## src/rtl/proc_pkg.sv

```systemverilog
// Shared types and constants for simple_proc_core: opcode and FSM state
// encodings, instruction field positions and register-file size.
package proc_pkg;

  localparam int NREG    = 8;
  localparam int FIELD_W = 3;
  // Field positions counted down from the MSB of the instruction register:
  // III occupies [DATA_W-1 -: 3], XXX [DATA_W-4 -: 3], YYY [DATA_W-7 -: 3].
  localparam int OP_TOP  = 1;
  localparam int X_TOP   = 4;
  localparam int Y_TOP   = 7;

  typedef enum logic [2:0] {
    OP_MV   = 3'd0,
    OP_MVI  = 3'd1,
    OP_ADD  = 3'd2,
    OP_SUB  = 3'd3,
    OP_LD   = 3'd4,
    OP_ST   = 3'd5,
    OP_MVNZ = 3'd6,
    OP_AND  = 3'd7
  } opcode_e;

  typedef enum logic [3:0] {
    S_IDLE = 4'd0,
    S_F0   = 4'd1,
    S_F1   = 4'd2,
    S_F2   = 4'd3,
    S_T1   = 4'd4,
    S_T2   = 4'd5,
    S_T3   = 4'd6
  } state_e;

  // True for the three opcodes that go through the A/G ALU path.
  function automatic logic is_alu_op(input opcode_e op);
    return (op == OP_ADD) || (op == OP_SUB) || (op == OP_AND);
  endfunction

endpackage

```

## src/rtl/simple_proc_core_if.sv

```systemverilog
// Memory bus between simple_proc_core (master) and a single-port
// synchronous RAM/ROM (slave). With PROC_MEM_READY_EN defined the bus
// carries a mem_ready handshake from the memory.
interface simple_proc_core_if #(
  parameter int DATA_W = 9,
  parameter int ADDR_W = 5
);

  logic [ADDR_W-1:0] mem_addr;
  logic [DATA_W-1:0] mem_dout;
  logic              mem_wr;
  logic [DATA_W-1:0] mem_din;
`ifdef PROC_MEM_READY_EN
  logic              mem_ready;
`endif

  modport master (
    output mem_addr,
    output mem_dout,
    output mem_wr,
`ifdef PROC_MEM_READY_EN
    input  mem_ready,
`endif
    input  mem_din
  );

  modport slave (
    input  mem_addr,
    input  mem_dout,
    input  mem_wr,
`ifdef PROC_MEM_READY_EN
    output mem_ready,
`endif
    output mem_din
  );

endinterface

```

## src/rtl/proc_regfile.sv

```systemverilog
// Eight general registers; R7 doubles as the program counter.
// One write port, a dedicated R7 increment port, two combinational reads.
module proc_regfile
  import proc_pkg::*;
#(
  parameter int DATA_W   = 9,
  parameter int RESET_PC = 0
) (
  input  logic              clk,
  input  logic              resetn,
  input  logic              we_i,
  input  logic [2:0]        waddr_i,
  input  logic [DATA_W-1:0] wdata_i,
  input  logic              inc_i,
  input  logic [2:0]        raddr_a_i,
  input  logic [2:0]        raddr_b_i,
  output logic [DATA_W-1:0] rdata_a_o,
  output logic [DATA_W-1:0] rdata_b_o,
  output logic [DATA_W-1:0] pc_o
);

  logic [DATA_W-1:0] regs_q [NREG];

  // Register write / PC increment; the FSM never asserts both on R7 at once.
  always_ff @(posedge clk) begin
    if (!resetn) begin
      for (int i = 0; i < NREG - 1; i++) begin
        regs_q[i] <= '0;
      end
      regs_q[NREG-1] <= DATA_W'(RESET_PC);
    end else begin
      if (we_i) begin
        regs_q[waddr_i] <= wdata_i;
      end
      if (inc_i) begin
        regs_q[NREG-1] <= regs_q[NREG-1] + {{(DATA_W-1){1'b0}}, 1'b1};
      end
    end
  end

  assign rdata_a_o = regs_q[raddr_a_i];
  assign rdata_b_o = regs_q[raddr_b_i];
  assign pc_o      = regs_q[NREG-1];

endmodule

```

## src/rtl/simple_proc_core.sv

```systemverilog
// simple_proc_core: multi-cycle 8-register processor that fetches its own
// instructions through a synchronous memory port (R7 = PC).
// Optional feature macro: PROC_MEM_READY_EN (adds mem_ready wait states).
module simple_proc_core
  import proc_pkg::*;
#(
  parameter int DATA_W   = 9,
  parameter int ADDR_W   = 5,
  parameter int RESET_PC = 0
) (
  input  logic              clk,
  input  logic              resetn,
  input  logic              run,
  simple_proc_core_if.master bus,
  output logic              done,
  output logic [3:0]        state,
  output logic [DATA_W-1:0] pc
);

  state_e            state_q, state_d, after_s;
  logic [DATA_W-1:0] ir_q, ir_d;
  logic [DATA_W-1:0] a_q, a_d;
  logic [DATA_W-1:0] g_q, g_d;
  logic              z_q, z_d;
  logic [ADDR_W-1:0] addr_q, addr_d;
  logic [DATA_W-1:0] dout_q, dout_d;
  logic              wr_q, wr_d;
  logic              last_s;
  logic              ready_s;

  opcode_e           op_s;
  logic [2:0]        x_s, y_s;
  logic [DATA_W-1:0] rx_s, ry_s, r7_s, alu_s;
  logic              rf_we_s, rf_inc_s;
  logic [DATA_W-1:0] rf_wdata_s;

`ifdef PROC_MEM_READY_EN
  assign ready_s = bus.mem_ready;
`else
  assign ready_s = 1'b1;
`endif

  assign op_s    = opcode_e'(ir_q[DATA_W-OP_TOP -: FIELD_W]);
  assign x_s     = ir_q[DATA_W-X_TOP -: FIELD_W];
  assign y_s     = ir_q[DATA_W-Y_TOP -: FIELD_W];
  // Where the FSM goes after the final cycle of an instruction.
  assign after_s = run ? S_F0 : S_IDLE;

  proc_regfile #(
    .DATA_W   (DATA_W),
    .RESET_PC (RESET_PC)
  ) u_rf (
    .clk       (clk),
    .resetn    (resetn),
    .we_i      (rf_we_s),
    .waddr_i   (x_s),
    .wdata_i   (rf_wdata_s),
    .inc_i     (rf_inc_s),
    .raddr_a_i (x_s),
    .raddr_b_i (y_s),
    .rdata_a_o (rx_s),
    .rdata_b_o (ry_s),
    .pc_o      (r7_s)
  );

  // ALU: modulo-2^DATA_W add, two's-complement subtract, bitwise AND.
  always_comb begin
    alu_s = a_q + ry_s;
    case (op_s)
      OP_ADD:  alu_s = a_q + ry_s;
      OP_SUB:  alu_s = a_q + ~ry_s + {{(DATA_W-1){1'b0}}, 1'b1};
      OP_AND:  alu_s = a_q & ry_s;
      default: alu_s = a_q + ry_s;
    endcase
  end

  // Next-state and datapath control for fetch and execute sequences.
  always_comb begin
    state_d    = state_q;
    ir_d       = ir_q;
    a_d        = a_q;
    g_d        = g_q;
    z_d        = z_q;
    addr_d     = addr_q;
    dout_d     = dout_q;
    wr_d       = 1'b0;
    rf_we_s    = 1'b0;
    rf_inc_s   = 1'b0;
    rf_wdata_s = ry_s;
    last_s     = 1'b0;
    case (state_q)
      S_IDLE: begin
        if (run) state_d = S_F0;
        else     state_d = S_IDLE;
      end
      S_F0: begin
        addr_d   = r7_s[ADDR_W-1:0];
        rf_inc_s = 1'b1;
        state_d  = S_F1;
      end
      S_F1: begin
        if (ready_s) state_d = S_F2;
        else         state_d = S_F1;
      end
      S_F2: begin
        ir_d    = bus.mem_din;
        state_d = S_T1;
      end
      S_T1: begin
        case (op_s)
          OP_MV: begin
            rf_we_s = 1'b1;
            last_s  = 1'b1;
            state_d = after_s;
          end
          OP_MVNZ: begin
            rf_we_s = ~z_q;
            last_s  = 1'b1;
            state_d = after_s;
          end
          OP_MVI: begin
            addr_d   = r7_s[ADDR_W-1:0];
            rf_inc_s = 1'b1;
            state_d  = S_T2;
          end
          OP_ADD, OP_SUB, OP_AND: begin
            a_d     = rx_s;
            state_d = S_T2;
          end
          OP_LD: begin
            addr_d  = ry_s[ADDR_W-1:0];
            state_d = S_T2;
          end
          OP_ST: begin
            addr_d  = ry_s[ADDR_W-1:0];
            dout_d  = rx_s;
            wr_d    = 1'b1;
            state_d = S_T2;
          end
          default: state_d = S_IDLE;
        endcase
      end
      S_T2: begin
        if (is_alu_op(op_s)) begin
          g_d     = alu_s;
          z_d     = (alu_s == '0);
          state_d = S_T3;
        end else if (op_s == OP_ST) begin
          // Write strobe is held until the memory accepts it.
          if (ready_s) begin
            last_s  = 1'b1;
            state_d = after_s;
          end else begin
            wr_d    = 1'b1;
            state_d = S_T2;
          end
        end else begin
          // mvi / ld read wait
          if (ready_s) state_d = S_T3;
          else         state_d = S_T2;
        end
      end
      S_T3: begin
        rf_we_s = 1'b1;
        if ((op_s == OP_MVI) || (op_s == OP_LD)) rf_wdata_s = bus.mem_din;
        else                                     rf_wdata_s = g_q;
        last_s  = 1'b1;
        state_d = after_s;
      end
      default: state_d = S_IDLE;
    endcase
  end

  // State and datapath registers with synchronous active-low reset.
  always_ff @(posedge clk) begin
    if (!resetn) begin
      state_q <= S_IDLE;
      ir_q    <= '0;
      a_q     <= '0;
      g_q     <= '0;
      z_q     <= 1'b1;
      addr_q  <= '0;
      dout_q  <= '0;
      wr_q    <= 1'b0;
    end else begin
      state_q <= state_d;
      ir_q    <= ir_d;
      a_q     <= a_d;
      g_q     <= g_d;
      z_q     <= z_d;
      addr_q  <= addr_d;
      dout_q  <= dout_d;
      wr_q    <= wr_d;
    end
  end

  assign bus.mem_addr = addr_q;
  assign bus.mem_dout = dout_q;
  assign bus.mem_wr   = wr_q;
  assign done         = last_s;
  assign state        = state_q;
  assign pc           = r7_s;

endmodule

```

## src/flat_wrapper.sv

```systemverilog
// flat-port wrapper written by rule: the top's interface ports become plain ports
module simple_proc_core_flat import proc_pkg::*;
#(
  parameter int DATA_W   = 9,
  parameter int ADDR_W   = 5,
  parameter int RESET_PC = 0
)
  (clk, resetn, run, done, state, pc, bus_mem_addr, bus_mem_dout, bus_mem_wr, bus_mem_din);
  simple_proc_core_if #(.DATA_W(DATA_W), .ADDR_W(ADDR_W)) bus_i ();
  input  logic clk;
  input  logic resetn;
  input  logic run;
  output logic done;
  output logic [3:0] state;
  output logic [DATA_W-1:0] pc;
  output wire logic [$bits(bus_i.mem_addr)-1:0] bus_mem_addr;
  output wire logic [$bits(bus_i.mem_dout)-1:0] bus_mem_dout;
  output wire logic [$bits(bus_i.mem_wr)-1:0] bus_mem_wr;
  input wire logic [$bits(bus_i.mem_din)-1:0] bus_mem_din;
  assign bus_mem_addr = bus_i.mem_addr;
  assign bus_mem_dout = bus_i.mem_dout;
  assign bus_mem_wr = bus_i.mem_wr;
  assign bus_i.mem_din = bus_mem_din;
  simple_proc_core #(.DATA_W(DATA_W), .ADDR_W(ADDR_W), .RESET_PC(RESET_PC)) u_core (.clk(clk), .resetn(resetn), .run(run), .bus(bus_i), .done(done), .state(state), .pc(pc));
endmodule
```

## config.mk

```make
export PLATFORM = sky130hd
export DESIGN_NAME = simple_proc_core_flat
export DESIGN_NICKNAME = d
export VERILOG_FILES = /design/src/rtl/proc_pkg.sv /design/src/rtl/simple_proc_core_if.sv /design/src/rtl/proc_regfile.sv /design/src/rtl/simple_proc_core.sv /design/src/flat_wrapper.sv
export SDC_FILE = /design/constraint.sdc
export NUM_CORES = 1
export LEC_CHECK = 0
export BUFFER_PORTS_ARGS = -buffer_cell sky130_fd_sc_hd__buf_2
export CAP_MARGIN = 20
export CORE_UTILIZATION = 60
export CTS_CLUSTER_DIAMETER = 150
export DETAILED_ROUTE_END_ITERATION = 10
export MAX_ROUTING_LAYER = met4
export PLACE_DENSITY = 0.87
export SLEW_MARGIN = 40
export SYNTH_ARGS = -nofsm -noshare
export SYNTH_HDL_FRONTEND = slang
export SYNTH_HIERARCHICAL = 1
export SYNTH_SLANG_ARGS = --single-unit
```

## constraint.sdc

```tcl
create_clock -name clk -period 4.5 [get_ports clk]
set_input_delay 0.45 -clock clk [delete_from_list [all_inputs] [get_ports clk]]
set_output_delay 0.45 -clock clk [all_outputs]
set_load 0.03 [all_outputs]
```

Yosys cells after proc, flatten, opt, wreduce, memory -nomap -nowiden:

Memory sizes are Yosys's and may differ from the RTL's. A register that Yosys moved wholly into a read port is not among the register bits.
Index checks and enable logic that the tools add are counted.

* bitwise gates (word level): 4
* equal/unequal tests: 14
* add/subtract/negate cells: 4
* divide/modulo/power cells: 0
* magnitude comparators: 0
* muxes and demuxes: 33
* shift operators: 0
* multiply operators: 0
* reductions and logical operators: 18

Operator list (count)
* 9-bit two-way mux: 4
* 4-bit case mux with 6 select lines: 1
* 5-bit case mux with 2 select lines: 2
* 9-bit by 1-bit adder with 9-bit output, second input constant: 2
* 9-bit adder: 2
* 3-bit two-way mux: 6
* 9-bit case mux with 2 select lines: 1
* 1-bit two-way mux: 13
* 3-bit equality test, second input constant: 4
* 4-bit by 3-bit equality test with 1-bit output, second input constant: 3
* 2-bit AND reduction: 5
* 9-bit AND: 1
* 9-bit zero test: 1
* 9-bit inverter: 1
* 9-bit OR reduction: 1
* 4-bit by 2-bit equality test with 1-bit output, second input constant: 2
* 4-bit case mux with 2 select lines: 1
* 3-bit by 2-bit equality test with 1-bit output, second input constant: 2
* 1-bit case mux with 2 select lines: 3
* 2-bit OR reduction: 3
* 6-bit OR reduction: 1
* 4-bit by 1-bit equality test with 1-bit output, second input constant: 1
* 4-bit zero test: 1
* 4-bit two-way mux: 1
* 9 further kinds: 11

* input port bits: 12
* flip-flop bits (word level): 47
* RAM bits: 72
* memory bits (read-only): 0
* output and inout bits: 29
* bits in latches: 0
* memories kept: 1
* logic and storage cells: 82

Memory list
* u_core.u_rf.regs_q: words 8, width 9, read ports 3, clocked after memory_dff 2, write ports 8, RTL line proc_regfile.sv:22 `logic [DATA_W-1:0] regs_q [NREG];`

Logic depth before layout (Yosys ltp):

* depth in word-level cells: 8
* depth in mapped cells: 14
* gate-level depth less buffers: 11

Cells and area by module:

Netlist, hierarchy kept.

Modules (own cells, without submodules)
* proc_regfile: cells each 252, instances 1, sequential area each 2162.1 sq um, area an instance 4146.5 sq um
* simple_proc_core: cells each 379, instances 1, sequential area each 920.9 sq um, area an instance 3105.5 sq um

Least setup slack after synthesis:

No wires, ideal clock.

* kind: reg2reg
* from: reg u_core/ir_q[0] (netlist name)
* to: reg u_core.g_q[8]
* period minus slack after synthesis: 3.291 ns
* path slack: 1.209 ns
* path buffers: 2
* data required time: 4.384 ns
* setup time: 0.116 ns
* data arrival time: 3.174 ns
* cell stages (with the launch flop): 14
* cells stage by stage: dfxtp_1 buf_6 buf_12 mux4_1 mux2_2 ha_1 fa_1 nor2b_1 o2111ai_1 a21oi_1 a211oi_1 o41a_1 o311a_1 o211a_1

RTL lines
* end signal: assignment: RTL line simple_proc_core.sv:189 `g_q <= g_d;`
* end: declaration: RTL line simple_proc_core.sv:23 `logic [DATA_W-1:0] g_q, g_d;`

==> metrics <==
status=finished with violations; failing checks=design-rule violations; row count=39; setup TNS=0 ns; Async S/R FF share, synth=0; Setup Crit Path Kind=register to register; number of inserted diodes=0; drc violations=1; final-report setup violation count=0; initial core utilization=0.624; number of synthesized register bits=118; Total GRT Usage=0.336; part of the power in registers=0.422; sequential fraction of the synthesis area=0.425; H-tree levels=4; CP Data Arrival Time=3.96 ns; Post-Route WL=19700 µm; 1st-iter DRT viols=681; worst hold slack=0.317 ns; Hold EP=u_core/ir_q[7]; power per cell area=356 mW/mm²; Cell Area, Synth=0.00725 mm²; routed len/inst=23.9 µm; Crit Path Max Fanout=19; cts hold-fix bufs=0; Slew headroom=0.495; vias per inst=6.82; Final #Nets=703; Clock Latency Late Sink=0.42 ns; Die Wd=112 µm; setup bufs post-CTS=0; final period utilization=0.811; reg2reg start=u_core/ir_q[1]; Pleak=3.30 nW; DRT Pass-1 Iters=8; total vias in the final route=5629; synth warn=6; vias in the first global route=5532; internal power=2.20 mW; skew final=0.00914 ns; max-slew violation count=0; Fmax achieved=274 MHz; GR Util met1=0.384; global routing met2 resource utilization=0.522; Combinational Power Share=0.093; commonest cells after routing, fill and taps aside=edfxtp_1, and2_1, nor2_1, dfxtp_1, buf_2; global-route wire length before repair=30200 µm; largest net degree at the start of global routing=41; CTS tree=built; CP startpoint kind=register; hold depth=3; clock group share of total power=0.486; Mapped Nets=664; Synth Flop Type=edfxtp_1; Max VDD drop=0.000350 V; hold_sp=bus_mem_din[7]; P&R area growth vs syn=12.6%; cells after synthesis=631; min cycle time layout=3.65 ns; # IOs=41; Die H=112 µm; met3 Usage GRT=0.0789; most common cell after layout, fill and taps aside=edfxtp_1; total power=2.90 mW; Worst setup EP type=register; switching share of power=0.242; Hold Path Class=input port to register; post-detail-place hpwl=13700 µm; flop2flop setup slack=0.85 ns; Core ar.=0.0116 mm²; r2r endpoint=u_core/g_q[8]; Slew @ Worst Pin=0.753 ns; PortBufs=39; Clock transition at path regs=0.05 ns; Post-synth EDFFs=72; post_cts resized=0; grt ovf=0; die area=0.0125 mm²; clock sink count=118; total CTS buffers=17; GRT Max-Usage Layer=met2; switching pwr=0.702 mW; Final ANT Viol Nets=0; FILL cells=796; GPL Wtd Cong=0.942; Fin. Hold Viols=0; worst endpoint required time=4.81 ns; worst r2r path cells=11; unrepaired setup endpoints after global routing=false; layout cells sized above 1=0.182; Clock Tree Buf Depth=2; Avg Synthesized Cell Area=11.5 µm²; Root Buffer=clkbuf_16; initial antenna violation count=0; post-synthesis cell type count=71; max-cap violations=0
synth_stat cells (3+ instances only):
library cell / n / area share
edfxtp_1: 72 / 0.30
and2_1: 69 / 0.060
nor2_1: 57 / 0.030
dfxtp_1: 46 / 0.13
mux2i_1: 38 / 0.052
mux4_1: 36 / 0.13
nand2_1: 31 / 0.016
o21ai_0: 27 / 0.019
a21oi_1: 25 / 0.017
ha_1: 19 / 0.033
mux2_2: 18 / 0.028
clkbuf_1: 15 / 0.0078
inv_1: 14 / 0.0072
a211oi_1: 11 / 0.011
nand3_1: 11 / 0.0076
buf_2: 10 / 0.0069
nand2b_1: 9 / 0.0078
nor2b_1: 7 / 0.0060
a211o_1: 6 / 0.0072
nor3_1: 6 / 0.0041
o2bb2ai_1: 6 / 0.0072
or4_1: 5 / 0.0052
xnor2_1: 5 / 0.0060
xor2_1: 5 / 0.0060
a31oi_1: 4 / 0.0035
buf_1: 4 / 0.0021
nand3b_1: 4 / 0.0041
nor4_1: 4 / 0.0035
o2111a_1: 4 / 0.0062
or3b_2: 4 / 0.0048
buf_4: 3 / 0.0031
buf_6: 3 / 0.0047
nand4_1: 3 / 0.0026
registers in the layout (all words and copies together), names as in the netlist:
name                 flops
u_core/u_rf/regs_q      72
u_core/a_q               9
u_core/bus.mem_dout      9
u_core/g_q               9
u_core/ir_q              9
u_core/bus.mem_addr      5
u_core/state             3
u_core/bus.mem_wr        1
u_core/z_q               1
how the worst max path moves through the flow:
stage	startpoint	endpoint	slack (ns)
floorplan	u_core/ir_q[0]	u_core/g_q[8]	1.21
global placement	u_core/ir_q[1]	u_core/z_q	1.04
detailed placement	u_core/ir_q[1]	u_core/g_q[8]	0.95
CTS	u_core/ir_q[1]	u_core/g_q[8]	0.94
global route	u_core/ir_q[1]	u_core/z_q	0.69
finish	u_core/ir_q[1]	u_core/g_q[8]	0.85
area by class of cell:
class / count / area [µm²] / share of cell area
clock buffers: 17 / 425 / 0.0521
clock inverters: 14 / 184 / 0.0225
inverters: 16 / 60.1 / 0.00736
multi-input cells: 459 / 3890 / 0.477
flip-flops and latches: 118 / 3090 / 0.378
well taps: 143 / 179 / 0.0219
repair buffers: 58 / 338 / 0.0414
worst max-delay path, cell delays in order (launching register included):
cell and delay [ns]:
dfxtp_1 0.80, mux4_1 0.41, mux2_2 0.34, ha_1 0.22
fa_1 0.42, nor2b_1 0.19, o2111ai_1 0.17, a21oi_1 0.22
a211oi_1 0.08, o41a_1 0.32, o311a_1 0.15, o211a_1 0.21
cells by family after synthesis:
family,share of synthesized area
simple gates,0.165
mux,0.211
other cells,0.000517
flops,0.425
fa+ha+maj,0.0383
compound gates,0.109
xor+xnor,0.0121
buf+inv,0.0390
per-layer routing:
layer / share of wire / vias to the layer above / wire length, µm
met3: 0.077 / 107 / 1520
met2: 0.47 / 321 / 9220
met5: 0 / - / 0
met1: 0.38 / 2723 / 7550
li1: - / 2478 / -
met4: 0.071 / 0 / 1400
stage by stage:
| stage | utilization | instances | setup slack (ns) | cell area, µm² |
|---|---|---|---|---|
| finish | 0.703 | 825 | 0.852 | 8160 |
| global route | 0.703 | 825 | 0.686 | 8160 |
| CTS | 0.702 | 825 | 0.940 | 8160 |
| detailed placement | 0.650 | 794 | 0.950 | 7550 |
| global placement | 0.650 | 794 | 1.04 | 7550 |
| floorplan | - | 631 | 1.21 | 7250 |
power by group through the flow:
stage / Clock, mW / Combinational [mW] / Sequential, mW
2_1_floorplan: 0 / 0.164 / 1.24
3_3_place_gp: 0 / 0.252 / 1.24
3_5_place_dp: 0 / 0.259 / 1.24
4_1_cts: 1.41 / 0.262 / 1.22
5_1_grt: 1.46 / 0.284 / 1.23
6_report: 1.41 / 0.269 / 1.22
Power figures use the tool's default switching activity.
